===== src/rtl/cam_match_array.sv =====
// Binary CAM: DEPTH entries of WIDTH bits with per-bit masked compare,
// registered match vector, hit flag and lowest-index priority encode.
module cam_match_array #(
    parameter int WIDTH = 8,
    parameter int DEPTH = 16,
    localparam int AW = $clog2(DEPTH)
) (
    input  logic             clk,
    input  logic             rst_n,
    input  logic             wr_en,
    input  logic [AW-1:0]    wr_addr,
    input  logic [WIDTH-1:0] wr_data,
    input  logic [WIDTH-1:0] wr_data_b,
    input  logic             inv_en,
    input  logic [AW-1:0]    inv_addr,
    input  logic             srch_en,
    input  logic [WIDTH-1:0] srch_data,
    input  logic [WIDTH-1:0] srch_mask,
    output logic [DEPTH-1:0] match_vec,
    output logic             hit,
    output logic [AW-1:0]    hit_idx,
    output logic             srch_vld,
    output logic             wr_err
);

    logic [WIDTH-1:0] mem [DEPTH];
    logic [DEPTH-1:0] valid;
    logic [DEPTH-1:0] match_nxt;
    logic [AW-1:0]    idx_nxt;
    logic             wr_legal;

    // A write only commits when the two data rails are true complements.
    assign wr_legal = (wr_data_b == ~wr_data);

    always_comb begin
        match_nxt = '0;
        for (int i = 0; i < DEPTH; i++) begin
            match_nxt[i] = valid[i] & (&(~(mem[i] ^ srch_data) | ~srch_mask));
        end
    end

    // Scan from the top down so the lowest matching index is assigned last.
    always_comb begin
        idx_nxt = '0;
        for (int i = DEPTH - 1; i >= 0; i--) begin
            if (match_nxt[i]) begin
                idx_nxt = AW'(i);
            end
        end
    end

    always_ff @(posedge clk or negedge rst_n) begin
        if (!rst_n) begin
            for (int i = 0; i < DEPTH; i++) begin
                mem[i] <= '0;
            end
            valid <= '0;
        end else begin
            if (inv_en) begin
                valid[inv_addr] <= 1'b0;
            end
            if (wr_en && wr_legal) begin
                mem[wr_addr]   <= wr_data;
                valid[wr_addr] <= 1'b1;
            end
        end
    end

    // Results hold between searches; srch_vld marks the cycle they refresh.
    always_ff @(posedge clk or negedge rst_n) begin
        if (!rst_n) begin
            match_vec <= '0;
            hit       <= 1'b0;
            hit_idx   <= '0;
            srch_vld  <= 1'b0;
            wr_err    <= 1'b0;
        end else begin
            srch_vld <= srch_en;
            wr_err   <= wr_en & ~wr_legal;
            if (srch_en) begin
                match_vec <= match_nxt;
                hit       <= |match_nxt;
                hit_idx   <= idx_nxt;
            end
        end
    end

endmodule


===== config.mk =====
export PLATFORM = sky130hd
export DESIGN_NAME = cam_match_array
export DESIGN_NICKNAME = d
export VERILOG_FILES = /design/src/rtl/cam_match_array.sv
export SDC_FILE = /design/constraint.sdc
export NUM_CORES = 1
export LEC_CHECK = 0
export CAP_MARGIN = 40
export CORE_UTILIZATION = 45
export DETAILED_ROUTE_END_ITERATION = 8
export HOLD_SLACK_MARGIN = 0.05
export SYNTH_ARGS = -nofsm -noshare
export SYNTH_HDL_FRONTEND = slang
export SYNTH_SLANG_ARGS = --single-unit

===== constraint.sdc =====
create_clock -name clk -period 2.1 [get_ports clk]
set_clock_uncertainty 0.05 [all_clocks]
set_input_delay 0.525 -clock clk [delete_from_list [all_inputs] [get_ports clk]]
set_output_delay 0.525 -clock clk [all_outputs]
set_load 0.02 [all_outputs]

==> metrics, run 1 <==
run status finished with violations; failing checks setup timing; post-detailed-placement half-perimeter wirelength 17.0 mm; Residual DRC 0; die height around 140 µm; Critical Setup Path Class input port to register; endpoints failing setup 115; leading area contributor after synthesis dfrtp_1; Routed wire per std cell 22.1 µm; count of fill cells added during filler insertion 1374; H-tree Lvls 4; worst hold path startpoint valid[3]; cell family with the largest share of critical-path delay simple AND/OR/NAND/NOR gates; class of the most critical hold timing path register to register; crit path launch wr_data_b[4]; top post-synthesis cells by area dfrtp_1, mux2_2, xor2_1, nand2_1, a222oi_1; flip-flop cell with the highest count after synthesis dfrtp_1; total power per unit cell area 596 nW/µm²; Clk Latency, worst-skew pair between 400 and 500 ps; top-area cell type share of the netlist area 49.0%; average size of a mapped cell 12.1 µm²; total grt overflow 0; Post-Synthesis Net Count 747; clock root buffer clkbuf_16; PnR worst setup slack -224 ps; Fin. Hold Viols 0; GPL Wtd Cong just over 0.8; detailed-route via count 6490; Reg clk slew, reported paths ~70 ps; Worst VDD drop 0.583 mV; Antenna diodes 0; first-iteration detailed-routing DRC count 327; sequential power share between 40% and 50%; standard cell with the maximum stage delay on the critical path nor4_4; Max Freq around 430 MHz; Via density 5.64; final worst-path cycle share 111%; count of buffers inserted at the top-level ports 67; Req. time, crit path ~2400 ps; data arrival time of the critical path 2600 ps; RSZ-0062 raised after global routing yes; global-route usage over all layers 27.3%; synthesis-to-finish area growth 43.2%; slowest cell delay on critical path 340 ps; distinct cell type count after synthesis 48; initial antenna violation count 0; max_slew headroom 56.3%; final routed wirelength across all metal layers 25.4 mm; pin count of the biggest net entering global routing 44; TritonCTS clock tree done; crit-path max FO 4; initial standard-cell utilization of the core a little under half; total count of max-transition violations in the final report 0; total number of yosys warnings 0; Async S/R FF share, synth 100%; number of global-route vias before repair 6899; buffers and inverters on the worst path 4; Design Power 7.28 mW; Die Wd 140 µm; clk sinks 167; Maximum Capacitance Violations 0; Final min period ~2300 ps; global-route wire length before repair 39.8 mm; internal power consumption 5.34 mW; proportion of power drawn by the clock network between 40% and 50%; net switching power of the design 1.93 mW; Setup TNS -11770 ps; Worst-Margin Slew 653 ps; Sw Ratio 26.5%; number of storage elements in the synthesis netlist 167; beginning of the worst register-to-register path mem[62]; type of element launching the critical path input port; number of rows in the core area 49; capturing element type of the critical path register; fraction of layout cells with a size suffix above 1 47.6%; number of synthesized flops with an enable pin 0; cell breakdown of the critical path buf_8 -> xnor2_4 -> nor4_4 -> nand4_1 -> or2_4 -> buf_6 -> buf_6 -> nor2_4 -> buf_12 -> nand2_4 -> mux2_2; nets 953; reported leakage power 6.20 nW; drt pass-1 iters 8; combinational cell fraction of total power 12.7%; final standard cell utilization of the core 66.8%; most used cell, CP buf_6; smallest hold slack 434 ps; proportion of synthesized chip area in sequential cells 49.0%; I/O pins 68; core area 18300 µm²; worst-case clock buffer depth 2; antenna-violating nets left 0; number of instances in the synthesized netlist 702; area of the mapped netlist about 8500 µm²; total CTS buffers 17; area of the die 19500 µm²
[registers in the layout, indices dropped and copies added, names as in the netlist]
name,count
hit,1
hit_idx,4
match_vec,16
mem,128
srch_vld,1
valid,16
wr_err,1
[repair_timing]
action / CTS / global route
setup buffers: 28 / 15
cloned: 5 / 3
gates resized for setup: 195 / 61
endpoints found under the setup margin: 164 / 141
endpoints found under the hold margin: 38 / 0
pin swaps: 37 / 39
hold buffers: 1 / 0
[final timing paths]
kind                               to  cells past startpoint  slack [ps]
hold / removal               valid[3]                      1         430
setup / recovery              mem[84]                     11        -220
hold reg to reg              valid[3]                      1         430
setup reg to reg           hit_idx[2]                      8          60
min in group asynchronous     mem[52]                      2         510
max in group asynchronous     mem[72]                      3         810
[per-layer routing]
layer	global-route usage, %	routed length (µm)	vias to the layer above
li1	-	-	2913
met1	35.3	11400	3396
met2	46.3	12700	150
met3	5.06	845	31
met4	8.91	456	0
met5	0	0	-
[power groups by stage]
stage	registers (mW)	clock network, mW	logic, mW
2_1_floorplan	3.32	0	0.363
3_3_place_gp	3.32	0	0.815
3_5_place_dp	3.32	0	0.829
4_1_cts	3.26	3.12	0.896
5_1_grt	3.26	3.28	0.985
6_report	3.26	3.10	0.925
[kinds of logic after synthesis]
logic type                count (synthesis)  synth area share, %
AOI/OAI and AO/OA                        81                 7.53
buffers and inverters                    56                 2.74
xor gates and xnor gates                136                 14.0
and+or+nand+nor                         119                 7.85
muxes                                   143                 18.9
DFF                                     167                 49.0
[Yosys cell counts, types with 10 or more instances]
cell	n
a222oi_1	13
and4_1	13
nor2_1	21
buf_2	19
a221oi_1	14
a22o_1	13
mux2_2	142
o21ai_0	15
nand2_1	40
dfrtp_1	167
clkbuf_1	28
xor2_1	128
a22oi_1	10
[stage by stage]
stage	instance area (µm²)	instances	setup WS, ps
after floorplan	8850	702	-320
after global placement	10600	1075	-1120
after detailed placement	10600	1075	-1150
after CTS	11900	1138	-236
after global routing	12200	1150	-263
final	12200	1150	-224
[layout by cell type, fill, tap and decap left out, drive strengths merged, types with 12 or more instances in the layout]
cell type / netlist / layout
clkbuf: 28 / 26
a221oi: 14 / 14
dfrtp: 167 / 167
buf: 21 / 174
nand2: 40 / 42
o21ai: 15 / 15
clkdlybuf4s50: 0 / 35
nor2: 22 / 22
xor2: 128 / 128
and4: 13 / 13
mux2: 143 / 143
dlygate4sd2: 0 / 12
a222oi: 13 / 13
a22o: 13 / 13
[layout make-up]
| class | count | area, µm² | share of cell area [%] |
|---|---|---|---|
| multi-input cells | 482 | 4870 | 39.9 |
| inverters | 7 | 26.3 | 0.215 |
| clock inverters | 14 | 141 | 1.16 |
| repair buffers | 233 | 2270 | 18.6 |
| flip-flops and latches | 167 | 4180 | 34.2 |
| well taps | 229 | 287 | 2.35 |
| clock buffers | 18 | 439 | 3.60 |
(Power assumes the default switching activity.)
==> run 2, diff against run 1 <==
--- a/config.mk
+++ b/config.mk
@@ -7,6 +7,7 @@
 export LEC_CHECK = 0
 export CAP_MARGIN = 40
 export CORE_UTILIZATION = 45
+export CTS_CLUSTER_DIAMETER = 40
 export DETAILED_ROUTE_END_ITERATION = 8
 export HOLD_SLACK_MARGIN = 0.05
 export SYNTH_ARGS = -nofsm -noshare
==> results of run 2 <==
The final DEF is identical to that of run 1; final timing and power are the same.
